## config.mk

```make
export PLATFORM = sky130hd
export DESIGN_NAME = pwm_shadow_register_file_flat
export DESIGN_NICKNAME = d
export VERILOG_FILES = /design/src/rtl/pwm_shadow_register_file_if.sv /design/src/rtl/pwm_shadow_register_file.sv /design/src/flat_wrapper.sv
export SDC_FILE = /design/constraint.sdc
export NUM_CORES = 1
export LEC_CHECK = 0
export CAP_MARGIN = 20
export CORE_MARGIN = 2
export CORE_UTILIZATION = 40
export CTS_CLUSTER_DIAMETER = 150
export DETAILED_ROUTE_END_ITERATION = 7
export PLACE_DENSITY_LB_ADDON = 0.1
export RECOVER_POWER = 25
export SYNTH_ARGS = -nofsm -noshare
export SYNTH_HDL_FRONTEND = slang
export SYNTH_SLANG_ARGS = --single-unit
```

## constraint.sdc

```tcl
create_clock -name i_clk -period 2.5 [get_ports i_clk]
set_input_delay 0.5 -clock i_clk [delete_from_list [all_inputs] [get_ports i_clk]]
set_output_delay 0.5 -clock i_clk [all_outputs]
set_load 0.02 [all_outputs]
```

## src/rtl/pwm_shadow_register_file_if.sv

```systemverilog
// pwm_shadow_register_file_if: byte-wide register bus for the PWM shadow register file.
// Signals: i_write_en (write strobe), i_address (byte address), i_data (write data) and o_data (read data).
// Modports: master drives the bus, and slave is the register file.
interface pwm_shadow_register_file_if #(parameter int ADDRESS_WIDTH = 5);
  logic                     i_write_en;
  logic [ADDRESS_WIDTH-1:0] i_address;
  logic [7:0]               i_data;
  logic [7:0]               o_data;
  modport master (output i_write_en, i_address, i_data, input o_data);
  modport slave (input i_write_en, i_address, i_data, output o_data);
endinterface

```

## src/rtl/pwm_shadow_register_file.sv

```systemverilog
// pwm_shadow_register_file: multi-channel PWM register file with double-buffered timing registers.
// Ports:
//   i_clk, i_reset_n       the clock and an asynchronous active-low reset.
//   bus                    the byte register bus. The channel is address[AW-1:4] and the offset is address[3:0].
//   i_sync                 a per-channel period-boundary pulse. It commits staged data in shadow mode.
//   o_control              the per-channel control byte. Bit 0 is enable and bit 1 is SHADOW_EN.
//   o_period, o_*_comp*    the active 16-bit timing values, given as {msb, lsb}.
//   o_*_action/deadband    the active 8-bit registers.
//   o_pending              staged data that has not yet been committed to the active copy.
module pwm_shadow_register_file #(
  parameter int NUM_CHANNELS  = 2,
  parameter int ADDRESS_WIDTH = 5
) (
  input  logic                       i_clk,
  input  logic                       i_reset_n,
  pwm_shadow_register_file_if.slave  bus,
  input  logic [NUM_CHANNELS-1:0]    i_sync,
  output logic [NUM_CHANNELS*8-1:0]  o_control,
  output logic [NUM_CHANNELS*16-1:0] o_period,
  output logic [NUM_CHANNELS*16-1:0] o_a_compa,
  output logic [NUM_CHANNELS*16-1:0] o_a_compb,
  output logic [NUM_CHANNELS*16-1:0] o_b_compa,
  output logic [NUM_CHANNELS*16-1:0] o_b_compb,
  output logic [NUM_CHANNELS*8-1:0]  o_a_action,
  output logic [NUM_CHANNELS*8-1:0]  o_b_action,
  output logic [NUM_CHANNELS*8-1:0]  o_a_deadband,
  output logic [NUM_CHANNELS*8-1:0]  o_b_deadband,
  output logic [NUM_CHANNELS-1:0]    o_pending
);
  localparam int CW = ADDRESS_WIDTH > 4 ? ADDRESS_WIDTH - 4 : 1;
  if (NUM_CHANNELS < 1 || NUM_CHANNELS > 8 || ADDRESS_WIDTH < 4 + $clog2(NUM_CHANNELS)) begin : g_bad_params
    $error("pwm_shadow_register_file: bad NUM_CHANNELS/ADDRESS_WIDTH");
  end
  logic [CW-1:0] ch;
  logic [3:0]    off;
  if (ADDRESS_WIDTH > 4) begin : g_ch
    assign ch = bus.i_address[ADDRESS_WIDTH-1:4];
  end else begin : g_ch0
    assign ch = '0;
  end
  assign off = bus.i_address[3:0];
  logic [7:0]       control   [NUM_CHANNELS];
  logic [7:0]       control_n [NUM_CHANNELS];
  logic [14:1][7:0] staged    [NUM_CHANNELS];
  logic [14:1][7:0] staged_n  [NUM_CHANNELS];
  logic [14:1][7:0] active    [NUM_CHANNELS];
  logic [14:1][7:0] active_n  [NUM_CHANNELS];
  logic [NUM_CHANNELS-1:0] pending, pending_n, hit, timing_wr, commit_req, pend_any;
  wire timing_off = off != 4'd0 && off != 4'd15;
  // A write that lands on the same edge as sync or force is folded into that commit.
  // This is done through pend_any, and the commit loads the next-state staged copy.
  always_comb begin
    for (int c = 0; c < NUM_CHANNELS; c++) begin
      hit[c]        = bus.i_write_en && int'(ch) == c;
      timing_wr[c]  = hit[c] && timing_off;
      control_n[c]  = (hit[c] && off == 4'd0) ? bus.i_data : control[c];
      staged_n[c]   = staged[c];
      if (timing_wr[c]) staged_n[c][off] = bus.i_data;
      commit_req[c] = i_sync[c] || (hit[c] && off == 4'd15 && bus.i_data[0]);
      pend_any[c]   = pending[c] || timing_wr[c];
      pending_n[c]  = control_n[c][1] && pend_any[c] && !commit_req[c];
      active_n[c]   = (!control_n[c][1] || (pend_any[c] && commit_req[c])) ? staged_n[c] : active[c];
    end
  end
  always_ff @(posedge i_clk or negedge i_reset_n) begin
    if (!i_reset_n) begin
      control <= '{default: '0};
      staged  <= '{default: '0};
      active  <= '{default: '0};
      pending <= '0;
    end else begin
      control <= control_n;
      staged  <= staged_n;
      active  <= active_n;
      pending <= pending_n;
    end
  end
  always_comb begin
    bus.o_data = '0;
    for (int c = 0; c < NUM_CHANNELS; c++)
      if (int'(ch) == c)
        bus.o_data = off == 4'd0  ? control[c] :
                     off == 4'd15 ? {6'b0, control[c][1], pending[c]} : staged[c][off];
  end
  for (genvar c = 0; c < NUM_CHANNELS; c++) begin : g_out
    assign o_control[8*c+:8]     = control[c];
    assign o_period[16*c+:16]    = {active[c][1], active[c][2]};
    assign o_a_action[8*c+:8]    = active[c][3];
    assign o_a_compa[16*c+:16]   = {active[c][4], active[c][5]};
    assign o_a_compb[16*c+:16]   = {active[c][6], active[c][7]};
    assign o_a_deadband[8*c+:8]  = active[c][8];
    assign o_b_action[8*c+:8]    = active[c][9];
    assign o_b_compa[16*c+:16]   = {active[c][10], active[c][11]};
    assign o_b_compb[16*c+:16]   = {active[c][12], active[c][13]};
    assign o_b_deadband[8*c+:8]  = active[c][14];
  end
  assign o_pending = pending;
endmodule

```

## src/flat_wrapper.sv

```systemverilog
// flat-port wrapper written by rule: the top's interface ports become plain ports
module pwm_shadow_register_file_flat 
#(
  parameter int NUM_CHANNELS  = 2,
  parameter int ADDRESS_WIDTH = 5
)
  (i_clk, i_reset_n, i_sync, o_control, o_period, o_a_compa, o_a_compb, o_b_compa, o_b_compb, o_a_action, o_b_action, o_a_deadband, o_b_deadband, o_pending, bus_i_write_en, bus_i_address, bus_i_data, bus_o_data);
  pwm_shadow_register_file_if #(.ADDRESS_WIDTH(ADDRESS_WIDTH)) bus_i ();
  input  logic i_clk;
  input  logic i_reset_n;
  input  logic [NUM_CHANNELS-1:0] i_sync;
  output logic [NUM_CHANNELS*8-1:0] o_control;
  output logic [NUM_CHANNELS*16-1:0] o_period;
  output logic [NUM_CHANNELS*16-1:0] o_a_compa;
  output logic [NUM_CHANNELS*16-1:0] o_a_compb;
  output logic [NUM_CHANNELS*16-1:0] o_b_compa;
  output logic [NUM_CHANNELS*16-1:0] o_b_compb;
  output logic [NUM_CHANNELS*8-1:0] o_a_action;
  output logic [NUM_CHANNELS*8-1:0] o_b_action;
  output logic [NUM_CHANNELS*8-1:0] o_a_deadband;
  output logic [NUM_CHANNELS*8-1:0] o_b_deadband;
  output logic [NUM_CHANNELS-1:0] o_pending;
  input wire logic [$bits(bus_i.i_write_en)-1:0] bus_i_write_en;
  input wire logic [$bits(bus_i.i_address)-1:0] bus_i_address;
  input wire logic [$bits(bus_i.i_data)-1:0] bus_i_data;
  output wire logic [$bits(bus_i.o_data)-1:0] bus_o_data;
  assign bus_i.i_write_en = bus_i_write_en;
  assign bus_i.i_address = bus_i_address;
  assign bus_i.i_data = bus_i_data;
  assign bus_o_data = bus_i.o_data;
  pwm_shadow_register_file #(.NUM_CHANNELS(NUM_CHANNELS), .ADDRESS_WIDTH(ADDRESS_WIDTH)) u_core (.i_clk(i_clk), .i_reset_n(i_reset_n), .bus(bus_i), .i_sync(i_sync), .o_control(o_control), .o_period(o_period), .o_a_compa(o_a_compa), .o_a_compb(o_a_compb), .o_b_compa(o_b_compa), .o_b_compb(o_b_compb), .o_a_action(o_a_action), .o_b_action(o_b_action), .o_a_deadband(o_a_deadband), .o_b_deadband(o_b_deadband), .o_pending(o_pending));
endmodule
```

# Word-level counts from Yosys, hierarchy flattened
# Cells that the tools add are included.
# totals
input_bits	18
reg_bits	466
output_inout_bits	250
# classes
n_eq_ne	2
magnitude_cmp	2
reduce_logical	30
bitwise	1
muxes	17
# op_table
op	count
112-bit bitwise mux	2
112-bit two-way mux	2
8-bit binary-select mux with 4-bit select	2
8-bit two-way mux	8
8-bit demux with 4-bit select	1
1-bit logical AND	18
1-bit logical OR	6
4-bit by 5-bit less-than comparator with 1-bit output (second input constant)	1
4-bit equality test (second input constant)	1
4-bit by 1-bit >= comparator with 1-bit output (second input constant)	1
1-bit zero test	4
4-bit zero test	1
2-bit two-way mux	2
4-bit != test (second input constant)	1
4-bit nonzero test	1
1-bit NOT	1

# Longest topological paths before layout
# Gate-level depths: netlist (run 1).
# depth
depth_word	7
mapped_depth	9
mapped_depth_nobuf	5

# Worst setup path after synthesis (run 1)
# No wires, ideal clock.
# synth_path
kind	input-to-output
from	input port bus_i_address[0]
to	output port bus_o_data[5]
path_stages	9
slack_ns	-0.367
path_buffers	5
arrival_time_ns	2.367
required_time_ns	2.000
path_cell_list	buf_4 buf_6 buf_4 buf_4 buf_4 mux2i_1 o211ai_1 o21ai_0 a221oi_1
# synth_via
elab_chain_len	5
# synth_rtl
element	line_no	source
start: declaration	flat_wrapper.sv:24	input wire logic [$bits(bus_i.i_address)-1:0] bus_i_address;
8-bit binary-select mux with 4-bit select	pwm_shadow_register_file.sv:83	off == 4'd15 ? {6'b0, control[c][1], pending[c]} : staged[c][off];
8-bit two-way mux (implied by the code)	pwm_shadow_register_file.sv:83	
8-bit two-way mux	pwm_shadow_register_file.sv:83	
8-bit two-way mux	pwm_shadow_register_file.sv:82	bus.o_data = off == 4'd0 ? control[c] :
8-bit two-way mux (*)	pwm_shadow_register_file.sv:81	if (int'(ch) == c)
end: declaration	flat_wrapper.sv:26	output wire logic [$bits(bus_i.o_data)-1:0] bus_o_data;
# Mark *: on every way between the ends. The rest lies on a longest branch, timed or not. The select of a mux whose other input is x is not followed.

# Final worst setup path (run 1)
# layout_path
from	register u_core.staged[34] (netlist bit)
to	output port bus_o_data[2]
# layout_via
elab_chain_len	5
# layout_rtl
element	line_no	source
start: declaration	pwm_shadow_register_file.sv:44	logic [14:1][7:0] staged [NUM_CHANNELS];
start signal: assignment	pwm_shadow_register_file.sv:73	staged <= staged_n;
8-bit binary-select mux with 4-bit select	pwm_shadow_register_file.sv:83	
8-bit two-way mux (implied by the code)	pwm_shadow_register_file.sv:83	
8-bit two-way mux	pwm_shadow_register_file.sv:83	
8-bit two-way mux	pwm_shadow_register_file.sv:82	
8-bit two-way mux	pwm_shadow_register_file.sv:81	
# Every way passes these cells. The select of a mux whose other input is x is not followed.

==> impl_metrics.yaml, run 1 <==
status:
  outcome: "finished, violations left"
  violations: "capacitance limit, slew limit, setup timing"
grt:
  grt_max_degree: 75
  top_usage_layer: "met2"
  use_met3: 0.05391
  antenna_found_initial: 6
  grt.total_usage: 0.2354
  grt_pass1_vias: 13370
  gr-total-overflow: 0
  use_met2: 0.3818
  use_met1: 0.3245
  grt_pass1_wl_um: 88260
power:
  power_mw: 25.71
  combPwrFrac: 0.304
  p_seq_frac: 0.410
  peakVddDrop_mv: 0.5621
  power.leakage_nw: 11.92
  swShare: 0.3115
  clkPwrFrac: 0.287
  p_sw_mw: 8.009
  p_int_mw: 17.70
  power_density_nw_per_um2: 971.5
synth:
  yosys.area_share.adder: 0
  synth_compound_area_frac: 0.02374
  synth_warnings: 0
  synthesis.area_um2: 19760
  synth-simple-area-share: 0.03058
  synthXorXnorAreaFrac: 0
  synth_top_family_by_area: "multiplexers"
  syn_nets: 1286
  synth_area_leaders: "dfrtp_1 (59%), mux2_2 (20%), mux2_1 (7.1%), mux4_2 (4.8%), mux2i_1 (1.1%)"
  yosysSeqAreaShare: 0.5901
  synth_top_area_share: 0.5901
  synth.largest_area_cell: "dfrtp_1"
  synthFlopType: "dfrtp_1"
  synth_cell_types: 52
  synth_edf_count: 0
  postSynthAreaPerCell_um2: 15.58
  synthArstFlopShare: 1.000
  netlist_instances: 1268
  synth_mux_area_frac: 0.3288
  synth.ff_latch_count: 466
drt:
  vias: 12430
  drt-wirelength-per-cell_um: 24.94
  drc: 0
  drt_iter0_drc: 856
  ant_nets: 0
  viasPerCell: 5.228
  routed_wl_um: 59310
  dr.pass1.iters: 7
setup_path:
  cp_cell_sequence: "mux4_2 -> mux4_2 -> mux2_4 -> buf_6"
  critical_path.max_fanout: 2
  slowest_delay_ns: 0.58
  worst_path_most_repeated_cell: "mux4_2"
  cp.required_ns: 2.00
  slowest_stage: "mux4_2"
  timing_worst_setup_path_type: "reg -> out"
  worst_setup_path_start_kind: "flop"
  arrival_ns: 2.61
  endpoint_kind: "primary output"
cts:
  cts.clk_slew.worst_paths_ns: 0.06
  root_buffer: "clkbuf_16"
  cts_num_sinks: 466
  cts_buffers: 50
  cts_tree: "built"
  htree_levels: 2
  clockBufferDepth: 3
  insertion_delay_ns: 0.58
finish:
  syn2layout_area_growth_pct: 33.91
  n_fill_cell: 4126
  final_net_count: 1693
  drive_gt1_frac: 0.4069
  final_core_util: 0.5417
place:
  gp_congestion: 0.9479
  dp_slack_ns: -1.087
  place_hpwl_um: 43100
  numPortBuffers: 267
timing:
  slew_violations: 50
  setup_viol: 8
  tightestPinTransition_ns: 1.539
  fmax_mhz: 321.2
  clock_skew_ns: 0.01533
  fin_crit_sh: 1.245
  relSlewSlack: -0.02621
  period_minus_slack_ns: 3.113
  finalHoldViolations: 0
  grt_setup_unrepaired: "yes"
  setup_ws_ns: -0.6131
floorplanning:
  start_util: 0.4045
  die_x_um: 226.3
  dieHeight_um: 226.3
  ioPinCount: 268
  coreArea_um2: 48850
  die_area_um2: 51190
  rows: 81
worst_hold_path:
  hp-class: "reg -> reg"
flow_run:
  drv_cap: 1
-- Yosys cell counts (4+ instances only) --
master	instances
mux2_1	125
nor3_1	4
nor2_1	9
mux4_2	42
a2111oi_0	5
buf_4	8
nand2_1	33
mux2_2	347
nor2_2	12
and2_1	6
nor2b_1	8
buf_6	19
a21oi_1	14
inv_1	5
clkbuf_1	38
a31oi_1	4
nand3_1	12
o221ai_1	5
dfrtp_1	466
nand2b_1	5
buf_2	18
mux2i_1	22
a211oi_1	4
a221oi_1	4
o21ai_0	15
-- power by group through the flow --
stage | Sequential, mW | Combinational [mW] | Clock (mW)
6_report | 10.5 | 7.81 | 7.37
5_1_grt | 10.7 | 8.26 | 7.88
4_1_cts | 10.6 | 7.89 | 7.54
3_5_place_dp | 10.7 | 7.78 | 0
3_3_place_gp | 10.7 | 7.72 | 0
2_1_floorplan | 11.6 | 2.77 | 0
-- metrics by stage --
step                      TNS (ns)  cells  instance area (um^2)  hold WS [ns]
after floorplan           -0.07604   1268                 19920        0.2044
after global placement     -124.60   2282                 24650        0.4675
after detailed placement   -123.78   2282                 24650        0.4740
after CTS                   -3.145   2375                 26470        0.4493
after global routing        -5.478   2377                 26460        0.5009
final                       -2.931   2378                 26460        0.4827
-- cell type report --
class                   count  area, um^2  share of cell area
flip-flops and latches    466       11660              0.4407
multi-input cells         713        7815              0.2953
repair buffers            439        4511              0.1705
clock buffers              69        1404             0.05305
well taps                 664       830.8             0.03140
clock inverters            21       219.0            0.008275
inverters                   5       18.77           0.0007093
diodes                      1       2.502          0.00009457
-- flip-flops by register name, indices dropped and copies added (netlist names), 32 cells and up --
register and flops:
u_core.o_a_compb 32, u_core.staged 224, u_core.o_b_compb 32, u_core.o_a_compa 32, u_core.o_b_compa 32, u_core.o_period 32
-- what timing repair did --
item | 4_1_cts | 5_1_grt
cloned | 1 | 0
hold buffers | 1 | 0
hold endpoints to repair | 40 | 0
endpoints found under the setup margin | 8 | 35
gates resized for setup | 81 | 7
setup buffers | 2 | 2
pin swaps | 6 | 4
-- worst max-delay path: cells and delay by family (launching register included) --
kind | cells | cell delay, ns
muxes | 3 | 1.46
DFF | 1 | 0.44
buffers and inverters | 1 | 0.14
-- final timing paths --
check                                            startpoint                                 to  slack (ns)  depth (start not counted)
min in group asynchronous                         i_reset_n  u_core.o_a_action[15]$_DFFE_PN0P_        0.85                          2
min reg2reg                u_core.o_b_compb[12]$_DFFE_PN0P_   u_core.o_b_compb[12]$_DFFE_PN0P_        0.48                          1
max                             u_core.staged[34]$_DFF_PN0_                      bus_o_data[2]       -0.61                          4
min                        u_core.o_b_compb[12]$_DFFE_PN0P_   u_core.o_b_compb[12]$_DFFE_PN0P_        0.48                          1
max in group asynchronous                         i_reset_n   u_core.o_b_compb[20]$_DFFE_PN0P_        0.24                          3
max reg2reg                   u_core.o_control[9]$_DFF_PN0_   u_core.o_b_compb[29]$_DFFE_PN0P_        0.86                          4
-- metal layers --
metal  vias to the layer above  routed length [um]
li1                       5458                   -
met2                       324               28430
met4                        10                1100
met3                        80                3564
met1                      6559               26150
met5                         -                  57
-- cell usage in the layout, fill, tap and decap left out, drive strengths merged, types with 2 or more instances in the layout --
cell             n
or4              2
clkinvlp         4
clkdlybuf4s50  254
nor4             3
a31o             2
nand2           34
a221oi           4
buf            176
and2             7
nand2b           5
nand3           14
clkinv          12
o31a             2
nor3             6
bufinv           4
dfrtp          466
nor2            21
clkbuf          76
a2111oi          5
inv              6
and3             2
mux2           473
o21ai           16
mux4            42
a211oi           4
o211ai           3
a21oi           14
a22oi            3
a31oi            4
a22o             2
nor2b            8
mux2i           22
o221ai           5
-- logic make-up after synthesis --
family,count (synthesis)
AOI/OAI and AO/OA,69
buffers and inverters,89
DFF,466
muxes,537
and+or+nand+nor,107
(Power assumes the default switching activity.)
==> run 2: changes to the inputs <==
--- a/config.mk
+++ b/config.mk
@@ -6,6 +6,7 @@
 export NUM_CORES = 1
 export LEC_CHECK = 0
 export CAP_MARGIN = 20
+export CORE_ASPECT_RATIO = 1.5
 export CORE_MARGIN = 2
 export CORE_UTILIZATION = 40
 export CTS_CLUSTER_DIAMETER = 150
==> run 2 against run 1 <==
Against the previous run: sequential share of layout area decreased by 0.76 points; cell count increased by 0.59%; critical endpoint is now bus_o_data[4]; the run still ends with capacitance limit, slew limit, setup timing left; clock-buffer cell count decreased by 14; clock power decreased by 3%; via count decreased by 0.45%; first-iteration DRC count decreased by 31%; global-route usage decreased by 0.80 points; non-clock buffer count increased by 34; sequential cell count unchanged; highest routed layer unchanged; largest cell class unchanged; routed wire length decreased by 3.5%; core utilization increased by 1.1 points; clock skew increased by 0.0016 ns.
==> impl_metrics.yaml, run 2 (synthesis results as in run 1) <==
timing:
  slew_violations: 58
  holdWs_ns: 0.4816
  clock_skew_ns: 0.01696
  grt_setup_unrepaired: "yes"
  finalHoldViolations: 0
  tns_ns: -2.280
  fin_crit_sh: 1.188
  setup_ws_ns: -0.4692
  fmax_mhz: 336.8
  setup_viol: 8
  period_minus_slack_ns: 2.969
  relSlewSlack: -0.02333
  tightestPinTransition_ns: 1.535
setup_path:
  arrival_ns: 2.47
  critPathLaunch: "u_core.staged[52]$_DFF_PN0_"
  reg2reg_slack_ns: 0.86
  r2r_end: "u_core.o_a_compb[11]$_DFFE_PN0P_"
  crit_end: "bus_o_data[4]"
  timing_worst_setup_path_type: "reg -> out"
  ff2ff_path_depth: 4
  endpoint_kind: "primary output"
  cp.required_ns: 2.00
  critical_path.max_fanout: 2
  worst_setup_path_start_kind: "flop"
  r2r_start: "u_core.o_control[1]$_DFF_PN0_"
floorplanning:
  coreArea_um2: 48680
  dieHeight_um: 276.2
  die_area_um2: 51230
  ioPinCount: 268
  rows: 99
  die_x_um: 185.5
  start_util: 0.4059
power:
  p_int_mw: 17.66
  combPwrFrac: 0.307
  clkPwrFrac: 0.281
  swShare: 0.3088
  power_density_nw_per_um2: 948.6
  p_seq_frac: 0.412
  power.leakage_nw: 12.14
  p_sw_mw: 7.887
  peakVddDrop_mv: 0.5477
  power_mw: 25.54
drt:
  drt-wirelength-per-cell_um: 23.92
  routed_wl_um: 57220
  dr.pass1.iters: 5
  drt_iter0_drc: 590
  viasPerCell: 5.173
  drc: 0
  vias: 12380
  ant_nets: 0
finish:
  finalNonFillerCells: 2392
  final_common_cell: "dfrtp_1"
  largest-register: "u_core.staged"
  fin_area_um2: 26930
  antenna_cells: 0
  syn2layout_area_growth_pct: 36.27
  drive_gt1_frac: 0.4291
  final_net_count: 1722
  largest_reg_flops: 224
  final_core_util: 0.5531
  final_cell_mix: "dfrtp_1 (466), mux2_2 (342), clkdlybuf4s50_1 (254), buf_4 (127), mux2_1 (125)"
cts:
  root_buffer: "clkbuf_16"
  cts_tree: "built"
  insertion_delay_ns: 0.55
  cts.clk_slew.worst_paths_ns: 0.06
  htree_levels: 2
  cts_num_sinks: 466
  cts_buffers: 45
  clockBufferDepth: 3
worst_hold_path:
  hp-class: "reg -> reg"
grt:
  grt_pass1_vias: 13410
  grt.total_usage: 0.2274
  grt_max_degree: 62
  grt_pass1_wl_um: 87400
  gr-total-overflow: 0
  antenna_found_initial: 1
place:
  placed_cells: 2298
  place_hpwl_um: 42110
  numPortBuffers: 267
  dp_slack_ns: -0.9430
  gp_congestion: 0.9085
  placed_area_um2: 24910
flow_run:
  drv_cap: 1
status:
  violations: "capacitance limit, slew limit, setup timing"
  outcome: "finished, violations left"
run 2: final cells by class:
cell class,instances,area (um^2)
well taps,656,820.8
inverters,5,18.77
flip-flops and latches,466,11660
repair buffers,473,4994
fillers,3989,21750
clock buffers,55,1214
multi-input cells,713,7894
clock inverters,24,325.3
run 2: how the worst min path moves through the flow:
stage,startpoint,endpoint,slack [ns],cells after the start
CTS,i_reset_n,u_core.o_b_action[10]$_DFFE_PN0P_,0.48,2
floorplan,i_reset_n,u_core.o_a_action[0]$_DFFE_PN0P_,0.20,0
finish,u_core.o_a_compa[9]$_DFFE_PN0P_,u_core.o_a_compa[9]$_DFFE_PN0P_,0.48,1
detailed placement,i_reset_n,u_core.o_b_action[10]$_DFFE_PN0P_,0.47,1
global placement,i_reset_n,u_core.o_b_action[10]$_DFFE_PN0P_,0.47,1
global route,u_core.o_a_compa[9]$_DFFE_PN0P_,u_core.o_a_compa[9]$_DFFE_PN0P_,0.50,1
run 2: timing repair:
action                     4_1_cts  5_1_grt
cloned                           2        0
hold endpoints to repair        49        0
setup buffers                   10       10
setup endpoints to repair        8        8
resized for setup              113       26
hold buffers                     1        0
pin swaps                       23       12
run 2: critical path, stage by stage, from the launching register on:
cell	delay [ns]
dfrtp_1	0.42
mux4_2	0.48
mux4_2	0.56
mux2_4	0.33
buf_6	0.14
run 2: power by group through the flow:
stage                     Combinational [mW]  Clock [mW]  Sequential (mW)
after detailed placement                7.77           0             10.6
after floorplan                         2.77           0             11.6
final                                   7.85        7.18             10.5
after CTS                               7.93        7.36             10.5
after global placement                  7.69           0             10.7
after global routing                    8.30        7.66             10.7
run 2: per-layer routing:
layer | track usage | share of wire | vias up
met1 | 0.3145 | 0.44 | 6539
met4 | 0.05413 | 0.020 | 2
met3 | 0.03267 | 0.039 | 62
met2 | 0.3776 | 0.50 | 262
li1 | - | - | 5510
met5 | 0 | 0.00016 | -
